**src/rtl/lpc_pkg.sv**
```systemverilog
// Shared LPC target types: FSM states, SYNC/START codes and CYCTYPE fields.
package lpc_pkg;

  typedef enum logic [3:0] {
    ST_IDLE,
    ST_CYC,
    ST_ADDR,
    ST_WDAT0,
    ST_WDAT1,
    ST_HTAR0,
    ST_HTAR1,
    ST_SYNC,
    ST_RDAT0,
    ST_RDAT1,
    ST_TTAR0,
    ST_TTAR1
  } lpc_state_e;

  localparam logic [3:0] SYNC_READY = 4'b0000;
  localparam logic [3:0] SYNC_LWAIT = 4'b0110;
  localparam logic [3:0] SYNC_ERR   = 4'b1010;

  localparam logic [3:0] START_IO   = 4'b0000;
  localparam logic [3:0] START_TPM  = 4'b0101;

  localparam logic [1:0] CYC_IO     = 2'b00;
  localparam logic [1:0] CYC_MEM    = 2'b01;

  localparam logic [3:0] LAD_IDLE   = 4'hF;

  // A START nibble opens a cycle only if it is one this target decodes.
  function automatic logic start_valid(input logic [3:0] nib, input logic mem_en);
    return (nib == START_IO) || (mem_en && (nib == START_TPM));
  endfunction

endpackage

```
**src/rtl/lpc_addr_match.sv**
```systemverilog
// Combinational address window compare for I/O and memory cycles.
module lpc_addr_match
  import lpc_pkg::*;
#(
  parameter int unsigned ADDR_W   = 32,
  parameter logic        MEM_EN   = 1'b1,
  parameter logic [15:0] IO_BASE  = 16'h002E,
  parameter logic [15:0] IO_MASK  = 16'hFFFE,
  parameter logic [31:0] MEM_BASE = 32'hFED4_0000,
  parameter logic [31:0] MEM_MASK = 32'hFFFF_0000
) (
  input  logic [ADDR_W-1:0] addr_i,
  input  logic              is_mem_i,
  output logic              hit_c
);

  logic io_hit_c;
  logic mem_hit_c;

  // I/O addresses arrive zero-extended, so only the low 16 bits matter.
  always_comb begin
    io_hit_c  = ((addr_i[15:0] & IO_MASK) == IO_BASE);
    mem_hit_c = MEM_EN && ((addr_i & ADDR_W'(MEM_MASK)) == ADDR_W'(MEM_BASE));
    hit_c     = is_mem_i ? mem_hit_c : io_hit_c;
  end

endmodule

```
**src/rtl/lpc_target_engine.sv**
```systemverilog
// LPC bus target: decodes I/O / memory cycles, forwards hits to a backend,
// inserts long-wait SYNCs while it is busy and errors out on timeout.
module lpc_target_engine
  import lpc_pkg::*;
#(
  parameter int unsigned ADDR_W     = 32,
  parameter logic        MEM_EN     = 1'b1,
  parameter logic [15:0] IO_BASE    = 16'h002E,
  parameter logic [15:0] IO_MASK    = 16'hFFFE,
  parameter logic [31:0] MEM_BASE   = 32'hFED4_0000,
  parameter logic [31:0] MEM_MASK   = 32'hFFFF_0000,
  parameter int unsigned WAIT_LIMIT = 255
) (
  input  logic              clk,
  input  logic              rstN,
  input  logic              frame,
  input  logic [3:0]        inAd,
  output logic [3:0]        outAd,
  output logic              enable,
  output logic [ADDR_W-1:0] addr,
  output logic              isMem,
  output logic [7:0]        outData,
  input  logic [7:0]        inData,
  output logic              reqValid,
  output logic              reqWrite,
  input  logic              reqReady,
  output logic              didWrite,
  output logic              didRead,
  output logic              syncError
);

  localparam int unsigned CNT_W = $clog2(WAIT_LIMIT + 1);

  lpc_state_e        state_q, state_d;
  logic [ADDR_W-1:0] addr_q, addr_d;
  logic              is_mem_q, is_mem_d;
  logic              wr_q, wr_d;
  logic [2:0]        nib_q, nib_d;
  logic [7:0]        wdata_q, wdata_d;
  logic [7:0]        rdata_q, rdata_d;
  logic              done_q, done_d;
  logic [CNT_W-1:0]  wcnt_q, wcnt_d;
  logic              req_valid_q, req_valid_d;
  logic [3:0]        out_ad_q, out_ad_d;
  logic              enable_q, enable_d;
  logic              did_write_q, did_write_d;
  logic              did_read_q, did_read_d;
  logic              sync_err_q, sync_err_d;

  logic              hs_c;
  logic [ADDR_W-1:0] addr_shift_c;
  logic              hit_c;

  lpc_addr_match #(
    .ADDR_W   (ADDR_W),
    .MEM_EN   (MEM_EN),
    .IO_BASE  (IO_BASE),
    .IO_MASK  (IO_MASK),
    .MEM_BASE (MEM_BASE),
    .MEM_MASK (MEM_MASK)
  ) u_match (
    .addr_i   (addr_shift_c),
    .is_mem_i (is_mem_q),
    .hit_c    (hit_c)
  );

  // Next-state and registered-output decode; LAD idles released unless set.
  always_comb begin
    state_d     = state_q;
    addr_d      = addr_q;
    is_mem_d    = is_mem_q;
    wr_d        = wr_q;
    nib_d       = nib_q;
    wdata_d     = wdata_q;
    rdata_d     = rdata_q;
    done_d      = done_q;
    wcnt_d      = wcnt_q;
    req_valid_d = req_valid_q;
    out_ad_d    = LAD_IDLE;
    enable_d    = 1'b0;
    did_write_d = 1'b0;
    did_read_d  = 1'b0;
    sync_err_d  = 1'b0;
    hs_c         = req_valid_q && reqReady;
    addr_shift_c = {addr_q[ADDR_W-5:0], inAd};

    if (hs_c) begin
      req_valid_d = 1'b0;
      done_d      = 1'b1;
      if (!wr_q) rdata_d = inData;
    end

    if (!frame) begin
      // LFRAME# low anywhere restarts framing; this nibble is the START.
      req_valid_d = 1'b0;
      state_d     = start_valid(inAd, MEM_EN) ? ST_CYC : ST_IDLE;
    end else begin
      unique case (state_q)
        ST_IDLE: ;
        ST_CYC: begin
          addr_d  = '0;
          done_d  = 1'b0;
          wcnt_d  = '0;
          wr_d    = inAd[1];
          state_d = ST_IDLE;
          if (inAd[3:2] == CYC_IO) begin
            is_mem_d = 1'b0;
            nib_d    = 3'd3;
            state_d  = ST_ADDR;
          end else if ((inAd[3:2] == CYC_MEM) && MEM_EN) begin
            is_mem_d = 1'b1;
            nib_d    = 3'd7;
            state_d  = ST_ADDR;
          end
        end
        ST_ADDR: begin
          addr_d = addr_shift_c;
          if (nib_q == 3'd0) begin
            if (hit_c) begin
              state_d     = wr_q ? ST_WDAT0 : ST_HTAR0;
              req_valid_d = !wr_q;
            end else begin
              state_d = ST_IDLE;
            end
          end else begin
            nib_d = nib_q - 3'd1;
          end
        end
        ST_WDAT0: begin
          wdata_d[3:0] = inAd;
          state_d      = ST_WDAT1;
        end
        ST_WDAT1: begin
          wdata_d[7:4] = inAd;
          req_valid_d  = 1'b1;
          state_d      = ST_HTAR0;
        end
        ST_HTAR0: state_d = ST_HTAR1;
        ST_HTAR1: begin
          state_d  = ST_SYNC;
          enable_d = 1'b1;
          if (done_q || hs_c) begin
            out_ad_d = SYNC_READY;
          end else begin
            out_ad_d = SYNC_LWAIT;
            wcnt_d   = CNT_W'(1);
          end
        end
        ST_SYNC: begin
          enable_d = 1'b1;
          if (out_ad_q == SYNC_READY) begin
            if (wr_q) begin
              state_d     = ST_TTAR0;
              did_write_d = 1'b1;
            end else begin
              state_d  = ST_RDAT0;
              out_ad_d = rdata_q[3:0];
            end
          end else if (out_ad_q == SYNC_ERR) begin
            state_d = ST_TTAR0;
          end else if (hs_c) begin
            out_ad_d = SYNC_READY;
          end else if (wcnt_q >= CNT_W'(WAIT_LIMIT)) begin
            out_ad_d    = SYNC_ERR;
            req_valid_d = 1'b0;
            sync_err_d  = 1'b1;
          end else begin
            out_ad_d = SYNC_LWAIT;
            wcnt_d   = wcnt_q + CNT_W'(1);
          end
        end
        ST_RDAT0: begin
          state_d  = ST_RDAT1;
          enable_d = 1'b1;
          out_ad_d = rdata_q[7:4];
        end
        ST_RDAT1: begin
          state_d    = ST_TTAR0;
          enable_d   = 1'b1;
          did_read_d = 1'b1;
        end
        ST_TTAR0: state_d = ST_TTAR1;
        ST_TTAR1: state_d = ST_IDLE;
        default:  state_d = ST_IDLE;
      endcase
    end
  end

  // State and output registers.
  always_ff @(posedge clk or negedge rstN) begin
    if (!rstN) begin
      state_q     <= ST_IDLE;
      addr_q      <= '0;
      is_mem_q    <= 1'b0;
      wr_q        <= 1'b0;
      nib_q       <= '0;
      wdata_q     <= '0;
      rdata_q     <= '0;
      done_q      <= 1'b0;
      wcnt_q      <= '0;
      req_valid_q <= 1'b0;
      out_ad_q    <= LAD_IDLE;
      enable_q    <= 1'b0;
      did_write_q <= 1'b0;
      did_read_q  <= 1'b0;
      sync_err_q  <= 1'b0;
    end else begin
      state_q     <= state_d;
      addr_q      <= addr_d;
      is_mem_q    <= is_mem_d;
      wr_q        <= wr_d;
      nib_q       <= nib_d;
      wdata_q     <= wdata_d;
      rdata_q     <= rdata_d;
      done_q      <= done_d;
      wcnt_q      <= wcnt_d;
      req_valid_q <= req_valid_d;
      out_ad_q    <= out_ad_d;
      enable_q    <= enable_d;
      did_write_q <= did_write_d;
      did_read_q  <= did_read_d;
      sync_err_q  <= sync_err_d;
    end
  end

  assign outAd     = out_ad_q;
  assign enable    = enable_q;
  assign addr      = addr_q;
  assign isMem     = is_mem_q;
  assign outData   = wdata_q;
  assign reqValid  = req_valid_q;
  assign reqWrite  = req_valid_q && wr_q;
  assign didWrite  = did_write_q;
  assign didRead   = did_read_q;
  assign syncError = sync_err_q;

endmodule

```
**config.mk**
```make
export PLATFORM = sky130hd
export DESIGN_NAME = lpc_target_engine
export DESIGN_NICKNAME = d
export VERILOG_FILES = /design/src/rtl/lpc_pkg.sv /design/src/rtl/lpc_addr_match.sv /design/src/rtl/lpc_target_engine.sv
export SDC_FILE = /design/constraint.sdc
export NUM_CORES = 1
export LEC_CHECK = 0
export CAP_MARGIN = 40
export CORE_AREA = 2 2 104 106
export CTS_BUF_LIST = sky130_fd_sc_hd__clkbuf_2 sky130_fd_sc_hd__clkbuf_4 sky130_fd_sc_hd__clkbuf_8
export DETAILED_ROUTE_END_ITERATION = 10
export DIE_AREA = 0 0 106 108
export PLACE_DENSITY = 0.58
export SYNTH_ARGS = -nofsm -noshare
export SYNTH_HDL_FRONTEND = slang
export SYNTH_SLANG_ARGS = --single-unit
```
**constraint.sdc**
```tcl
create_clock -name clk -period 2.9 [get_ports clk]
set_input_delay 0.87 -clock clk [delete_from_list [all_inputs] [get_ports clk]]
set_output_delay 0.87 -clock clk [all_outputs]
set_load 0.02 [all_outputs]
```
[Word level (Yosys, flattened, before mapping)]
Index checks and enable logic that the tools add are counted.
Storage, ports and cells
  register bits after elaboration: 75
  input port bits: 16
Cells by class
  $lt $le $gt $ge: 1
  bitwise logic cells: 1
  eq/ne operators: 25
  mux-type cells: 59
  reductions and logical operators: 23
  add/subtract/negate cells: 2
Operator list (number)
  $pmux 32 s2: 1
  $pmux 4 s11: 1
  $mux 4: 10
  $mux 8: 5
  $mux 1: 29
  $pmux 8 s3: 1
  $eq 4x3->1 const B: 5
  $mux 3: 6
  $eq 16x16->1 const B: 1
  $eq 4x4->1 const B: 4
  $eq 15x5->1 const B: 1
  $ne 2x2->1 const B: 7
  $logic_not 4->1: 3
  $pmux 4 s3: 1
  $reduce_and 2->1: 5
  $add 8x1->8 const B: 1
  $eq 4x2->1 const B: 2
  $ge 8x8->1 const B: 1
  $reduce_and 7->1: 1
  $mux 2: 3
  $ne 3x3->1 const B: 2
  $pmux 3 s2: 1
  $reduce_and 3->1: 2
  $eq 4x1->1 const B: 1
  14 further kinds: 17

[Depth between registers and ports, before layout]
Gate-level depths: netlist of run 1.
  word-level depth: 8
  gate-level depth with buffers: 7

[Cells and area by module]
From an unflattened synthesis of run 1, not the netlist that was laid out.
Second synthesis, totals
  cell total of the unflattened synthesis: 307
  area, all modules: 3527.1 µm²
Modules (own cells, without submodules)
  lpc_target_engine: cells an instance 294, area an instance 3433.3 µm², instances 1
  lpc_addr_match: cells an instance 13, area an instance 93.8 µm², instances 1

[Worst setup path before layout of run 1]
No wires, ideal clock.
  path kind: input port to flip-flop
  start: input port frame
  end: register wcnt_q[0]
  path slack: 815 ps
  stages: 5
  library setup time: 127 ps
  required time: 2773 ps
  data arrival time: 1957 ps
  cell sequence: nor3b_4 > a21o_2 > o211ai_4 > or2_2 > mux2_1
On the way
  cells in the longest elaborated chain, start to end: 1
Ends and longest elaborated chain
  start, declared: line lpc_target_engine.sv:16  | input logic frame,
  $reduce_and 7->1 (no source line)
  end signal, assigned: line lpc_target_engine.sv:216  | wcnt_q <= wcnt_d;
  end, declared: line lpc_target_engine.sv:42  | logic [CNT_W-1:0] wcnt_q, wcnt_d;
Every way passes these cells.
A chain may end at the register's enable or synchronous reset.

[Final worst setup path of run 1]
  start: input port frame
  end: register wcnt_q[6]
Same word-level chain as after synthesis.

==> summary.md, run 1 <==
| Metric | Value |
|---|---|
| Avg Synthesized Cell Area | `11.1 um2` |
| Main synth FF type | `dfrtp_1` |
| # nets final | `407` |
| Worst skew pair latency | `350 ps` |
| Period utilization | `0.834` |
| Sequential area share after synthesis | `0.536` |
| Share of cells above drive strength 1 | `0.148` |
| Post-synth top area cell | `dfrtp_1` |
| Cell area after synthesis | `0.00351 mm2` |
| Synth area leaders | `dfrtp_1 51%, a22o_1 8.0%, mux2_2 5.5%, dfstp_2 3.0%, o21ai_0 2.4%` |
| Fill count | `966` |
| Seq cells post-synth | `75` |
| Required time worst endpoint | `3160 ps` |
| Largest net degree at the start of global routing | `36` |
| Unrepaired setup endpoints after global routing | `false` |
| R2R Path Start | `wcnt_q[0]` |
| Initial antenna violation count | `0` |
| Die area | `0.0114 mm2` |
| P per Cell Area | `501 mW/mm2` |
| CTS buffer count | `9` |
| Slowest-stage cell, CP | `or4_1` |
| ANT cells | `0` |
| Initial core utilization | `0.343` |
| Worst Tran Pin Value | `774 ps` |
| Depth of the worst register-to-register path | `6` |
| Total track usage | `0.154` |
| Global-route wire length before repair | `13900 um` |
| Yosys warns | `0` |
| ANT nets after route | `0` |
| Row cnt | `37` |
| Min-delay worst type | `register to register` |
| Setup bufs post-CTS | `0` |
| Vias per inst | `5.19` |
| Synthesized Nets | `335` |
| Post-DR wirelength/cell | `16.1 um` |
| Flop2flop setup slack | `790 ps` |
| CTS max path bufs | `2` |
| DP Area | `0.00435 mm2` |
| WL final | `8490 um` |
| Async set-reset flop share out of synthesis | `1.00` |
| Critical Path End Type | `register` |
| Final setup violation count | `0` |
| Final Hold Fails | `0` |
| IO Pins | `67` |
| Maxcap violations | `0` |
| Congestion Overflow GR | `0` |
| Design Area, Final | `0.00455 mm2` |
| EDFF count, synth | `0` |
| Synth cell types | `57` |
| Die Y | `108 um` |
| Detailed placement HPWL | `6190 um` |
| Startpoint Class | `input pin` |
| Fmax | `414 MHz` |
| Critical path, cell by cell | `clkdlybuf4s50_1 > nor3b_4 > a21o_2 > o211ai_4 > or4_1 > a21oi_1` |
| Area grow syn2layout | `29.7%` |
| Core Area | `0.0102 mm2` |
| Root Driver | `clkbuf_8` |
| H-tree levels | `3` |
| Post-route DRC | `0` |
| GPL Wtd Cong | `0.811` |
| Input/output buffers | `66` |
| CP Capture Point | `wcnt_q[6]` |
| Total power | `2.28 mW` |
| Sink Count | `75` |
| Reg area | `0.00188 mm2` |
| First-pass DRT Iterations | `5` |
| Kind of critical path | `input pin to register` |
| CP max stage delay | `530 ps` |
| P_leak | `2.00 nW` |
| Max Clock Skew | `12.2 ps` |
| Critical path origin | `frame` |
| Slew Viols, Final | `0` |
| Multi-input gate area | `0.00154 mm2` |
| Clock-pin transition on the worst setup and hold timing paths | `80 ps` |
| Worst Path Max Fanout | `9` |
| Post-cts sizing count | `0` |
| Synth top area share | `0.506` |
| TNS Setup | `0 ps` |
| Reg2Reg Capture Point | `reqValid` |
| Post-Syn Instances | `316` |
| Worst VDD drop | `0.211 mV` |
| Cts hold-fix bufs | `0` |
| Drt first-iter violations | `140` |
| Vias in the first global route | `2717` |
| Outcome | `finished clean` |
| Post-route minimum period | `2420 ps` |
| CTS tree | `done` |
| Vias post-DR | `2747` |
| Die W | `106 um` |
| Rel. slew slack | `0.484` |
| Crit path arrival time | `2680 ps` |
## power by group
group	switching [mW]	total [mW]	internal, mW
registers	0.0633	1.17	1.10
logic	0.150	0.296	0.146
clock network	0.398	0.819	0.421
## critical path, delay by kind of cell
| family | cells | cell delay (ps) |
|---|---|---|
| and+or+nand+nor | 2 | 820 |
| buffers and inverters | 1 | 510 |
| AOI/OAI and AO/OA | 3 | 490 |
## logic make-up (layout without fill, tap and decap cells)
family / after synthesis / after routing / share of synthesized area
AO/OA/AOI/OAI: 94 / 94 / 0.201
XOR/XNOR: 2 / 2 / 0.00499
adder cells (fa/ha/maj): 3 / 3 / 0.0107
buffers and inverters: 22 / 99 / 0.0281
flip-flops: 75 / 75 / 0.536
multiplexers: 18 / 18 / 0.0577
AND/OR/NAND/NOR: 102 / 102 / 0.161
## layout by cell type, fill, tap and decap left out, drive strengths merged, types with 6 or more instances in the layout
master | synthesis | layout
dfrtp | 71 | 71
clkdlybuf4s50 | 0 | 65
a22o | 32 | 32
nand2 | 19 | 19
o21ai | 19 | 19
nor2 | 18 | 18
mux2 | 18 | 18
a21oi | 15 | 15
nand3 | 11 | 11
clkbuf | 8 | 10
buf | 6 | 10
inv | 8 | 9
and2 | 7 | 7
and3 | 6 | 6
## cells in the mapped netlist (5+ instances only)
library cell and count:
a21oi_1 14, a22o_1 32, and2_1 7, and3_1 6, clkbuf_1 8, dfrtp_1 71, inv_1 8, mux2_2 17
nand2_1 19, nand2b_1 5, nand3_1 11, nand4_1 5, nor2_1 18, nor3_1 5, o21ai_0 17, o31ai_1 5
or4_1 5
## how the worst min path moves through the flow
stage / from / endpoint / slack [ps] / cells past startpoint
after global placement: outData[7] / outData[7] / 470 / 2
after detailed placement: rdata_q[5] / outAd[1] / 470 / 1
final: rdata_q[5] / outAd[1] / 490 / 1
after floorplan: rdata_q[5] / outAd[1] / 450 / 1
after CTS: rdata_q[5] / outAd[1] / 490 / 1
after global routing: rdata_q[2] / rdata_q[2] / 530 / 1
## per-stage QoR
stage          hold WS (ps)  std cells  utilization  worst slack [ps]
4_1_cts                 491        529        0.445               469
5_1_grt                 526        529        0.445               427
3_3_place_gp            466        513        0.425               211
2_1_floorplan           454        316            -               815
6_report                486        529        0.445               482
3_5_place_dp            472        513        0.425               131
## cell type report
cell class                      count  share of cell area
Clock buffer                       10              0.0302
Clock inverter                      6              0.0140
Inverter                            8             0.00659
Multi-Input combinational cell    219               0.337
Sequential cell                    75               0.413
Tap cell                          136              0.0374
Timing Repair Buffer               75               0.162
## sequential cells by signal (all words and copies together), names as in the netlist, 3 cells and up
register	cells
state_q	4
outAd	4
addr	32
rdata_q	8
wcnt_q	8
nib_q	3
outData	8
## metal layers
metal	wire [um]	vias to the layer above	GRT usage
li1	-	1332	-
met3	331	11	0.0277
met2	3960	63	0.231
met4	104	0	0.0620
met1	4100	1341	0.220
met5	0	-	0
Note: power is estimated with default switching activity, not from simulation.
==> run 2: changes to the inputs <==
clock period = 2.3 ns   (was 2.9 ns; I/O delays follow)
==> summary.md, run 2 (same netlist as run 1, synthesis figures left out) <==
| Metric | Value |
|---|---|
| Clock-pin transition on the worst setup and hold timing paths | `80 ps` |
| Worst skew pair latency | `340 ps` |
| R2R Path Start | `wcnt_q[0]` |
| Cells after DPL | `531` |
| Total track usage | `0.161` |
| Comb pwr share | `0.131` |
| Vias per inst | `5.32` |
| Die W | `106 um` |
| Post-Layout Cell Count | `547` |
| Final Util | `0.464` |
| Critical path origin | `wr_q` |
| Input/output buffers | `66` |
| Max Clock Skew | `13.7 ps` |
| Clk pwr share | `0.371` |
| Startpoint Class | `register` |
| Reg area | `0.00188 mm2` |
| Post-route DRC | `0` |
| Vias in the first global route | `2786` |
| Final setup violation count | `0` |
| Largest net degree at the start of global routing | `33` |
| Area grow syn2layout | `35.1%` |
| Multi-input gate area | `0.00154 mm2` |
| Max reg flops | `32` |
| Fmax | `452 MHz` |
| Congestion Overflow GR | `0` |
| Most common cell after layout, fill and taps aside | `dfrtp_1` |
| Worst Tran Pin Value | `579 ps` |
| Kind of critical path | `register to output port` |
| CTS tree | `done` |
| ANT nets after route | `0` |
| Unrepaired setup endpoints after global routing | `false` |
| Die area | `0.0114 mm2` |
| Rel. slew slack | `0.614` |
| Fill count | `973` |
| GPL Wtd Cong | `0.841` |
| Post-DR wirelength/cell | `16.1 um` |
| Outcome | `finished clean` |
| P_leak | `2.11 nW` |
| Detailed placement HPWL | `6510 um` |
| Crit path arrival time | `1520 ps` |
| First-pass DRT Iterations | `4` |
| Drt first-iter violations | `227` |
| Period utilization | `0.961` |
| Slew Viols, Final | `0` |
| CTS buffer count | `9` |
| Initial core utilization | `0.343` |
| Die Y | `108 um` |
| CTS max path bufs | `2` |
| Switching part of the total | `0.261` |
| Sink Count | `75` |
| Min-delay worst type | `input pin to async pin` |
| Int Pwr | `2.18 mW` |
| ANT cells | `0` |
| Row cnt | `37` |
| Switching power total | `0.772 mW` |
| Share of cells above drive strength 1 | `0.185` |
| Post-cts sizing count | `0` |
| Root Driver | `clkbuf_8` |
| # nets final | `425` |
| P per Cell Area | `623 mW/mm2` |
| Final Hold Fails | `0` |
| Worst VDD drop | `0.425 mV` |
| Vias post-DR | `2911` |
| Maxcap violations | `0` |
| WL final | `8790 um` |
| Required time worst endpoint | `1610 ps` |
| Initial antenna violation count | `0` |
| Cts hold-fix bufs | `0` |
| Most frequent cells in the layout | `71 x dfrtp_1, 65 x clkdlybuf4s50_1, 32 x a22o_1, 23 x buf_4, 19 x nand2_1` |
| Seq pwr share | `0.498` |
| H-tree levels | `3` |
| Critical Path End Type | `output port` |
| Setup bufs post-CTS | `0` |
| Post-route minimum period | `2210 ps` |
| Core Area | `0.0102 mm2` |
| Worst Path Max Fanout | `5` |
| Depth of the worst register-to-register path | `6` |
| Global-route wire length before repair | `14700 um` |
| IO Pins | `67` |
-- run 2: final timing paths --
| path | to | slack (ps) |
|---|---|---|
| max in group asynchronous | outAd[0] | 1310 |
| min | addr[4] | 330 |
| max reg2reg | reqValid | 300 |
| max | reqWrite | 90 |
| min reg2reg | outData[7] | 480 |
| min in group clk | outData[7] | 480 |
-- run 2: worst max-delay path: stages (launching register included) --
cell,delay [ps]
dfrtp_1,440
and2_1,150
clkdlybuf4s50_1,600
-- run 2: final cells by class --
type                            count  area share
Clock inverter                      4      0.0116
Multi-Input combinational cell    219       0.323
Clock buffer                       12      0.0348
Timing Repair Buffer               93       0.191
Tap cell                          136      0.0359
Sequential cell                    75       0.397
Inverter                            8     0.00633
-- run 2: power by group through the flow --
stage	Clock, mW	Combinational, mW	Sequential (mW)
after floorplan	0	0.145	1.52
after global placement	0	0.389	1.50
after detailed placement	0	0.394	1.50
after CTS	1.13	0.395	1.47
after global routing	1.20	0.426	1.49
final	1.10	0.388	1.47
-- run 2: routing by layer --
| metal | vias up | track usage | part of all wire |
|---|---|---|---|
| met1 | 1467 | 0.233 | 0.47 |
| met2 | 74 | 0.247 | 0.48 |
| met4 | 0 | 0.0479 | 0.0088 |
| met3 | 5 | 0.0301 | 0.041 |
| met5 | - | 0 | 0 |
| li1 | 1365 | - | - |
-- run 2: metrics by stage --
| stage | cell area [um2] | total power [mW] | TNS (ps) | setup slack, ps | hold WS [ps] |
|---|---|---|---|---|---|
| 3_5_place_dp | 4530 | 1.89 | -980 | -190 | 471 |
| 5_1_grt | 4750 | 3.11 | 0 | 14.4 | 364 |
| 2_1_floorplan | 3510 | 1.67 | 0 | 395 | 394 |
| 6_report | 4750 | 2.96 | 0 | 88.6 | 335 |
| 3_3_place_gp | 4530 | 1.88 | -600 | -142 | 468 |
| 4_1_cts | 4750 | 3.00 | 0 | 59.1 | 331 |
==> run 3: changes to the inputs <==
CELL_PAD_IN_SITES_DETAIL_PLACEMENT = 0   (was not set)
CELL_PAD_IN_SITES_GLOBAL_PLACEMENT = 1   (was not set)
PLACE_DENSITY = 0.71   (was 0.58)
==> summary.md, run 3 (same netlist as run 1, synthesis figures left out) <==
| Metric | Value |
|---|---|
| Rel. slew slack | `0.626` |
| Core Area | `0.0102 mm2` |
| Clock-pin transition on the worst setup and hold timing paths | `90 ps` |
| WL final | `8790 um` |
| ANT nets after route | `0` |
| Initial antenna violation count | `0` |
| Vias post-DR | `2821` |
| Total power | `2.84 mW` |
| Most common cell after layout, fill and taps aside | `dfrtp_1` |
| Crit path arrival time | `1540 ps` |
| Final setup violation count | `0` |
| Root Driver | `clkbuf_8` |
| M3 GR Usage | `0.0307` |
| Worst Tran Pin Value | `555 ps` |
| Maxcap violations | `0` |
| Post-route minimum period | `2230 ps` |
| Min-delay worst type | `input pin to async pin` |
| Reg2Reg Capture Point | `reqValid` |
| Max reg flops | `32` |
| Final worst slack | `74.1 ps` |
| Kind of critical path | `register to output port` |
| Depth of the worst register-to-register path | `6` |
| Period utilization | `0.968` |
| # nets final | `426` |
| Final Util | `0.461` |
| CTS buffer count | `9` |
| GR Util met2 | `0.261` |
| Setup bufs post-CTS | `0` |
| Input/output buffers | `66` |
| Vias per inst | `5.15` |
| Worst skew pair latency | `350 ps` |
| Outcome | `finished clean` |
| CP top delay family | `buffers and inverters` |
| H-tree levels | `3` |
| Congestion Overflow GR | `0` |
| Max Clock Skew | `18.1 ps` |
| Cts hold-fix bufs | `0` |
| Critical Path End Type | `output port` |
| Worst path bufs/invs | `1` |
| Initial core utilization | `0.343` |
| Post-cts sizing count | `0` |
| Worst Path Max Fanout | `6` |
| Top Usage Layer GRT | `met2` |
| Die Y | `108 um` |
| Slew Viols, Final | `0` |
| Fmax | `449 MHz` |
| Startpoint Class | `register` |
| ANT cells | `0` |
| Flop2flop setup slack | `140 ps` |
| Detailed placement HPWL | `6330 um` |
| GR Util met1 | `0.227` |
| Area grow syn2layout | `34.2%` |
| Unrepaired setup endpoints after global routing | `false` |
| First-pass DRT Iterations | `4` |
| Share of cells above drive strength 1 | `0.187` |
| CTS tree | `done` |
| Worst VDD drop | `0.353 mV` |
| GPL Wtd Cong | `0.823` |
| P_leak | `2.09 nW` |
| Die area | `0.0114 mm2` |
| Final Hold Fails | `0` |
| Largest net degree at the start of global routing | `76` |
| Hold slack | `353 ps` |
| Required time worst endpoint | `1610 ps` |
| Post-DR wirelength/cell | `16.0 um` |
| Die W | `106 um` |
| Post-route DRC | `0` |
| Slowest-stage cell, CP | `clkdlybuf4s50_1` |
| Vias in the first global route | `2832` |
| Critical path, cell by cell | `and2_1 > clkdlybuf4s50_1` |
| P per Cell Area | `602 mW/mm2` |
| Most frequent cells in the layout | `71 x dfrtp_1, 65 x clkdlybuf4s50_1, 32 x a22o_1, 25 x buf_4, 19 x nand2_1` |
| Place WS | `-221 ps` |
| Row cnt | `37` |
| Drt first-iter violations | `208` |
| Total track usage | `0.162` |
| CTS max path bufs | `2` |
| CP max stage delay | `600 ps` |
| Sink Count | `75` |
| Global-route wire length before repair | `14800 um` |
| IO Pins | `67` |
| R2R Path Start | `wcnt_q[0]` |
-- run 3: worst reg2reg max path, stage by stage (launching register included) --
cell,delay (ps)
dfrtp_1,400
ha_1,210
and3_1,190
nand3_1,250
o311ai_0,590
a31oi_1,80
o31a_1,310
-- run 3: final cells by class --
cell class                      instances  area [um2]
Clock buffer                            9         124
Clock inverter                          7        68.8
Fill cell                             964        5520
Inverter                                8        30.0
Multi-Input combinational cell        219        1540
Sequential cell                        75        1880
Tap cell                              136         170
Timing Repair Buffer                   94         903
-- run 3: how the worst max path moves through the flow --
stage | startpoint | end | slack (ps) | depth (start not counted)
2_1_floorplan | frame | wcnt_q[0] | 400 | 5
3_3_place_gp | frame | wcnt_q[0] | -160 | 6
3_5_place_dp | frame | wcnt_q[0] | -220 | 6
4_1_cts | wr_q | reqWrite | 40 | 2
5_1_grt | wr_q | reqWrite | 7 | 2
6_report | reqValid | reqWrite | 70 | 2
-- run 3: metal layers --
metal	up-vias	share of wire
met5	-	0
met4	0	0.0098
met1	1399	0.49
li1	1371	-
met3	5	0.032
met2	46	0.47
-- run 3: per-stage QoR --
stage          TNS (ps)  std cells  instance area [um2]
2_1_floorplan         0        316                 3510
3_3_place_gp       -655        532                 4520
3_5_place_dp      -1040        532                 4520
4_1_cts               0        548                 4710
5_1_grt               0        548                 4710
6_report              0        548                 4710
-- run 3: power breakdown --
part / internal [mW] / switching (mW)
Combinational: 0.191 / 0.195
Clock: 0.419 / 0.559
Sequential: 1.39 / 0.0801
Total: 2.00 / 0.835
